File: config.mk
export PLATFORM = sky130hd
export DESIGN_NAME = pc_branch_unit
export DESIGN_NICKNAME = d
export VERILOG_FILES = /design/src/rtl/branch_pkg.sv /design/src/rtl/branch_cond_eval.sv /design/src/rtl/pc_branch_unit.sv
export SDC_FILE = /design/constraint.sdc
export NUM_CORES = 1
export LEC_CHECK = 0
export BUFFER_PORTS_ARGS = -buffer_cell sky130_fd_sc_hd__buf_2
export CORE_ASPECT_RATIO = 1.5
export CORE_MARGIN = 2
export CORE_UTILIZATION = 25
export DETAILED_ROUTE_END_ITERATION = 7
export PLACE_DENSITY = 0.53
export SLEW_MARGIN = 30
export SYNTH_ARGS = -nofsm -noshare
export SYNTH_HDL_FRONTEND = slang
export SYNTH_SLANG_ARGS = --single-unit
File: constraint.sdc
create_clock -name clk_i -period 4.14 [get_ports clk_i]
set_input_delay 0 -clock clk_i [delete_from_list [all_inputs] [get_ports clk_i]]
set_output_delay 0 -clock clk_i [all_outputs]
set_load 0.005 [all_outputs]
File: src/rtl/branch_pkg.sv
// ---------------------------------------------------------------------------
// branch_pkg
// Shared types and constants for the program-sequencing stage.
//   cond_e  : branch condition codes evaluated against the {c,n,z} flags
//   state_e : sequencer control states (IDLE, RUN, HALTED)
//   FLAG_*  : bit positions of carry, negative and zero inside a flag vector
// ---------------------------------------------------------------------------
package branch_pkg;

  localparam int FLAG_C = 2;
  localparam int FLAG_N = 1;
  localparam int FLAG_Z = 0;

  typedef enum logic [2:0] {
    COND_AL = 3'b000,
    COND_EQ = 3'b001,
    COND_NE = 3'b010,
    COND_MI = 3'b011,
    COND_PL = 3'b100,
    COND_CS = 3'b101,
    COND_CC = 3'b110,
    COND_NV = 3'b111
  } cond_e;

  typedef enum logic [1:0] {
    IDLE   = 2'b00,
    RUN    = 2'b01,
    HALTED = 2'b10
  } state_e;

endpackage

File: src/rtl/branch_cond_eval.sv
// ---------------------------------------------------------------------------
// branch_cond_eval
// Purely combinational condition-code evaluator, shared with the decoder.
// Ports:
//   flags_i     : {c,n,z} flag vector to test
//   cond_i      : condition code (cond_e)
//   cond_true_o : 1 when the condition holds for flags_i
// ---------------------------------------------------------------------------
module branch_cond_eval
  import branch_pkg::*;
(
  input  logic [2:0] flags_i,
  input  cond_e      cond_i,
  output logic       cond_true_o
);

  // Decode the condition code into a test on one flag bit (or a constant
  // for always/never). The default keeps the block latch-free.
  always_comb begin
    cond_true_o = 1'b0;
    case (cond_i)
      COND_AL: cond_true_o = 1'b1;
      COND_EQ: cond_true_o = flags_i[FLAG_Z];
      COND_NE: cond_true_o = ~flags_i[FLAG_Z];
      COND_MI: cond_true_o = flags_i[FLAG_N];
      COND_PL: cond_true_o = ~flags_i[FLAG_N];
      COND_CS: cond_true_o = flags_i[FLAG_C];
      COND_CC: cond_true_o = ~flags_i[FLAG_C];
      COND_NV: cond_true_o = 1'b0;
      default: cond_true_o = 1'b0;
    endcase
  end

endmodule

File: src/rtl/pc_branch_unit.sv
// ---------------------------------------------------------------------------
// pc_branch_unit
// Program-sequencing stage behind the 8-bit ALU: flag register, carry
// feedback, conditional branch resolution, program counter and a
// start/halt/done control FSM with a saturating run-cycle counter.
//
// Optional build macro: FLAG_BYPASS_EN
//   When defined, a flag write in RUN forwards flags_in_i straight into the
//   condition evaluation so a compare and its dependent branch can resolve
//   in the same cycle. The flag register and cin_o are unaffected.
//
// Ports:
//   clk_i, reset_i      : clock, asynchronous active-high reset
//   start_i/start_addr_i: begin execution at start_addr_i (IDLE/HALTED only)
//   flags_in_i, flag_we_i: ALU flags {c,n,z} and their write enable
//   branch_*_i          : branch enable, condition, abs/rel select, offset
//   halt_req_i          : current instruction is HALT
//   pc_o                : program counter
//   cin_o, flags_q_o    : registered carry and registered flags
//   taken_o             : branch taken this cycle (combinational)
//   busy_o, done_o      : registered RUN / HALTED indications
//   cycle_count_o       : saturating RUN-cycle counter since last start
// ---------------------------------------------------------------------------
module pc_branch_unit
  import branch_pkg::*;
#(
  parameter int PC_W  = 10,
  parameter int CNT_W = 16
) (
  input  logic             clk_i,
  input  logic             reset_i,
  input  logic             start_i,
  input  logic [PC_W-1:0]  start_addr_i,
  input  logic [2:0]       flags_in_i,
  input  logic             flag_we_i,
  input  logic             branch_en_i,
  input  logic [2:0]       branch_cond_i,
  input  logic             branch_abs_i,
  input  logic [7:0]       branch_off_i,
  input  logic             halt_req_i,
  output logic [PC_W-1:0]  pc_o,
  output logic             cin_o,
  output logic [2:0]       flags_q_o,
  output logic             taken_o,
  output logic             busy_o,
  output logic             done_o,
  output logic [CNT_W-1:0] cycle_count_o
);

  state_e           state_q, state_d;
  logic [PC_W-1:0]  pc_q, pc_d;
  logic [2:0]       flags_q, flags_d;
  logic [CNT_W-1:0] cycleCount_q, cycleCount_d;
  logic             busy_q, busy_d;
  logic             done_q, done_d;

  logic             inRun;
  logic [2:0]       condFlags;
  logic             condTrue;
  logic [PC_W-1:0]  offRel;
  logic [PC_W-1:0]  offAbs;
  logic [PC_W-1:0]  target;

  assign inRun = (state_q == RUN);

`ifdef FLAG_BYPASS_EN
  // Forward the flags being written this cycle so the branch sees them now.
  assign condFlags = (flag_we_i && inRun) ? flags_in_i : flags_q;
`else
  // Branches see the flag register, one instruction behind a flag write.
  assign condFlags = flags_q;
`endif

  branch_cond_eval u_cond_eval (
    .flags_i     (condFlags),
    .cond_i      (cond_e'(branch_cond_i)),
    .cond_true_o (condTrue)
  );

  // The size casts sign-extend the relative offset and zero-extend the
  // absolute target; both simply truncate if PC_W is narrower than 8.
  assign offRel = PC_W'($signed(branch_off_i));
  assign offAbs = PC_W'(branch_off_i);
  assign target = branch_abs_i ? offAbs : (pc_q + offRel);

  // A halting instruction never branches, even if its branch bits are set.
  assign taken_o = branch_en_i & condTrue & inRun & ~halt_req_i;

  // Next-state logic for the sequencer. IDLE and HALTED behave identically
  // apart from what done reports; RUN gives halt priority over a taken
  // branch, which in turn beats the plain increment. The flag register and
  // the cycle counter only move while running.
  always_comb begin
    state_d      = state_q;
    pc_d         = pc_q;
    flags_d      = flags_q;
    cycleCount_d = cycleCount_q;

    case (state_q)
      IDLE, HALTED: begin
        if (start_i) begin
          pc_d         = start_addr_i;
          cycleCount_d = '0;
          state_d      = RUN;
        end
      end
      RUN: begin
        if (flag_we_i) begin
          flags_d = flags_in_i;
        end
        if (cycleCount_q != '1) begin
          cycleCount_d = cycleCount_q + CNT_W'(1);
        end
        if (halt_req_i) begin
          state_d = HALTED;
        end else if (taken_o) begin
          pc_d = target;
        end else begin
          pc_d = pc_q + PC_W'(1);
        end
      end
      default: state_d = IDLE;
    endcase

    busy_d = (state_d == RUN);
    done_d = (state_d == HALTED);
  end

  // Single state register for the whole sequencer, including the registered
  // busy/done outputs so they change together with the state.
  always_ff @(posedge clk_i or posedge reset_i) begin
    if (reset_i) begin
      state_q      <= IDLE;
      pc_q         <= '0;
      flags_q      <= '0;
      cycleCount_q <= '0;
      busy_q       <= 1'b0;
      done_q       <= 1'b0;
    end else begin
      state_q      <= state_d;
      pc_q         <= pc_d;
      flags_q      <= flags_d;
      cycleCount_q <= cycleCount_d;
      busy_q       <= busy_d;
      done_q       <= done_d;
    end
  end

  assign pc_o          = pc_q;
  assign flags_q_o     = flags_q;
  assign cin_o         = flags_q[FLAG_C];
  assign cycle_count_o = cycleCount_q;
  assign busy_o        = busy_q;
  assign done_o        = done_q;

endmodule
==> impl_metrics.tcl <==
set metrics [dict create \
    outcome "finished clean" \
    dr_total_vias 2389 \
    synth_top_cell_area_share_pct 33.7 \
    hold_path.startpoint "halt_req_i" \
    maxSlewViolCount 0 \
    post-cts-setup-buffer-count 0 \
    p_total_uw 1650 \
    clock_power_share_pct 21.2 \
    finalSetupViolCount 0 \
    relSlewSlack_pct 50.4 \
    path_class "reg -> reg" \
    hold_violations 0 \
    whs_endpoint "done_o$_DFF_PP0_" \
    clock-root-buffer "clkbuf_16" \
    post_cts_resized 0 \
    r2r_end "pc_o[9]$_DFFE_PP0P_" \
    synth_edf_count 0 \
    p_switching_uw 669 \
    boundaryPins 64 \
    wl_per_cell_um 15.8 \
    gp_congestion 0.821 \
    antenna_found_initial 0 \
    p_leak_uw 0.00137 \
    syn_inst 266 \
    clkSinkCount 33 \
    hold_ws_ns 0.0173 \
    min_path_cells 2 \
    clockBufferDepth 2 \
    synth_area_sq_um 2450 \
    clk-insertion-delay-late_ns 0.27 \
    max_cap_viol_count 0 \
    area_growth_pct 25.0 \
    dp_hpwl_um 5620 \
    first_iter_violations 38 \
    die_width_um 84.8 \
    cp-startpoint "pc_o[5]$_DFFE_PP0P_" \
    path_cells "ha_1 > a211o_1 > a211oi_1 > o31ai_1 > or4b_1 > a21oi_1" \
    via_per_inst 5.30 \
    pwr_density_cell_nw_per_um2 538 \
    ant_nets 0 \
    htree_levels 2 \
    r2r_slack_ns 1.87 \
    drcViolationCount 0 \
    grt_max_degree 34 \
    slowest_stage "or4b_1" \
    regToRegStartpoint "pc_o[5]$_DFFE_PP0P_" \
    pwr-share-comb_pct 45.6 \
    cp-end-kind "flop" \
    tns_ns 0 \
    netSwitchingFraction_pct 40.6 \
    vdd_ir_drop_max_uv 272 \
    drive_above_1_share_pct 25.6 \
    syn-num-nets 309 \
    rows 44 \
    hold_path.class "in -> reg" \
    max_stage_delay_ns 0.49 \
    synth_area_per_cell_sq_um 9.21 \
    drt_first_pass_iters 4 \
    totalWireLength_um 7130 \
    fin_nets 378 \
    port_buffers 63 \
    fin_crit_sh_pct 54.9 \
    fmax_ghz 0.440 \
    clk_pin_slew_ns 0.05 \
    holdBufCountCts 5 \
    die_area_sq_um 10600 \
    crit_arrival_ns 2.47 \
    synth_ff_type "dfrtp_1" \
    ys_seq_area_share_pct 33.7 \
    max_slew.worst_pin.slew_ns 0.742 \
    die_h_um 125 \
    synth_area_leaders "dfrtp_1 34%, ha_1 5.6%, xnor2_1 4.3%" \
    p_int_uw 978 \
    p_seq_share_pct 33.1 \
    coreArea_sq_um 9630 \
    grt_first_pass_wirelength_um 11700 \
    grt-ovfl-total 0 \
    pre_cts_ws_ns 1.84 \
    fin_worst_skew_ns 0.00539 \
    synth-async-reset-ratio_pct 100 \
    yosys_warnings 0 \
    cp.required_ns 4.34 \
    grt_pass1_vias 2384 \
    initial_utilization_pct 25.4 \
    critPathMaxFanout 8 \
    diodes 0 \
    startpoint_type "flop" \
    synth_top_cell_by_area "dfrtp_1" \
    rsz0062_at_grt "false" \
    fin_crit_ns 2.27 \
    numCtsBuffers 5 \
    grt_usage_pct 13.5 \
    tritoncts "built" \
    rr_worst_depth 6 \
    yosysUniqueCellTypes 62 \
    fin_ws_ns 1.87 \
    synth_seq_cells 33 \
]
==> worst max-delay path: cells and delay by family (launching register included) <==
family	cells	cell delay, ns
fa+ha+maj	1	0.43
simple gates	1	0.49
compound gates	4	0.83
flops	1	0.46
==> per-stage QoR <==
step                area, sq um  util (%)  cells
floorplan                  2450         -    266
global placement           2870      29.8    438
detailed placement         2870      29.8    438
CTS                        3060      31.8    451
global route               3060      31.8    451
finish                     3060      31.8    451
==> layout make-up <==
class	count	area, sq um
clock buffer	6	129
timing repair buffer	70	380
inverter	11	41.3
multi-input combinational	214	1530
fill	1026	6570
clock inverter	2	10.0
tap	115	144
sequential	33	826
==> power by group through the flow <==
stage | clock, uW | sequential, uW | combinational (uW)
2_1_floorplan | 0 | 515 | 553
5_1_grt | 376 | 567 | 838
3_5_place_dp | 0 | 552 | 755
6_report | 350 | 546 | 752
4_1_cts | 360 | 548 | 762
3_3_place_gp | 0 | 548 | 746
==> Yosys cell counts, drive strengths merged (5+ instances only) <==
| cell type | n |
|---|---|
| a21oi | 16 |
| o21ai | 14 |
| ha | 11 |
| o211ai | 6 |
| nand4 | 9 |
| mux2 | 5 |
| xnor2 | 12 |
| and2 | 6 |
| inv | 10 |
| and3 | 8 |
| nand3 | 14 |
| nor3 | 6 |
| dfrtp | 33 |
| nor2 | 14 |
| o31ai | 6 |
| or3 | 6 |
| nand2 | 15 |
| xor2 | 7 |
==> sequential cells by signal, indices dropped and copies added, names as in the netlist <==
| signal | count |
|---|---|
| flags_q_o | 3 |
| busy_o | 1 |
| state_q | 2 |
| cycle_count_o | 16 |
| done_o | 1 |
| pc_o | 10 |
==> routing by layer <==
layer / part of all wire [%] / global-route usage [%]
met2: 53 / 25.2
met4: 2.3 / 5.04
met1: 40 / 15.1
met3: 4.2 / 2.24
met5: 0 / 0
==> cell families after synthesis <==
kind of cell	after synthesis	share of synthesized area [%]
buffers and inverters	19	3.73
xor gates and xnor gates	19	6.80
DFF	33	33.7
adders and majority gates	12	6.44
and+or+nand+nor	92	20.9
muxes	9	3.93
AOI/OAI and AO/OA	82	24.5
==> cells in the final DEF, fill, tap and decap left out, types with 3 or more instances in the layout <==
cell type and n:
xor2_1 7, a21oi_1 16, inv_1 10, mux2i_1 4
o21ai_0 13, xnor2_1 12, o31ai_1 6, mux2_2 5
a31oi_1 4, or3_1 6, ha_1 11, nor2_1 13
a211oi_1 4, o211ai_1 5, nand3_1 13, and3_1 8
dlygate4sd3_1 5, o32ai_1 3, and2_1 6, nor3_1 6
nand2_1 15, clkbuf_16 5, buf_2 63, o21a_1 4
nand4_1 9, dfrtp_1 33
==> worst max-delay path by stage <==
| stage | to | slack (ns) | depth (start not counted) |
|---|---|---|---|
| finish | pc_o[9]$_DFFE_PP0P_ | 1.87 | 6 |
| global route | cycle_count_o[11]$_DFFE_PP0P_ | 1.66 | 4 |
| CTS | cycle_count_o[13]$_DFFE_PP0P_ | 1.85 | 4 |
| detailed placement | cycle_count_o[13]$_DFFE_PP0P_ | 1.84 | 4 |
| global placement | cycle_count_o[8]$_DFFE_PP0P_ | 1.89 | 5 |
| floorplan | pc_o[9]$_DFFE_PP0P_ | 1.97 | 7 |
Note: power is estimated with default switching activity, not from simulation.
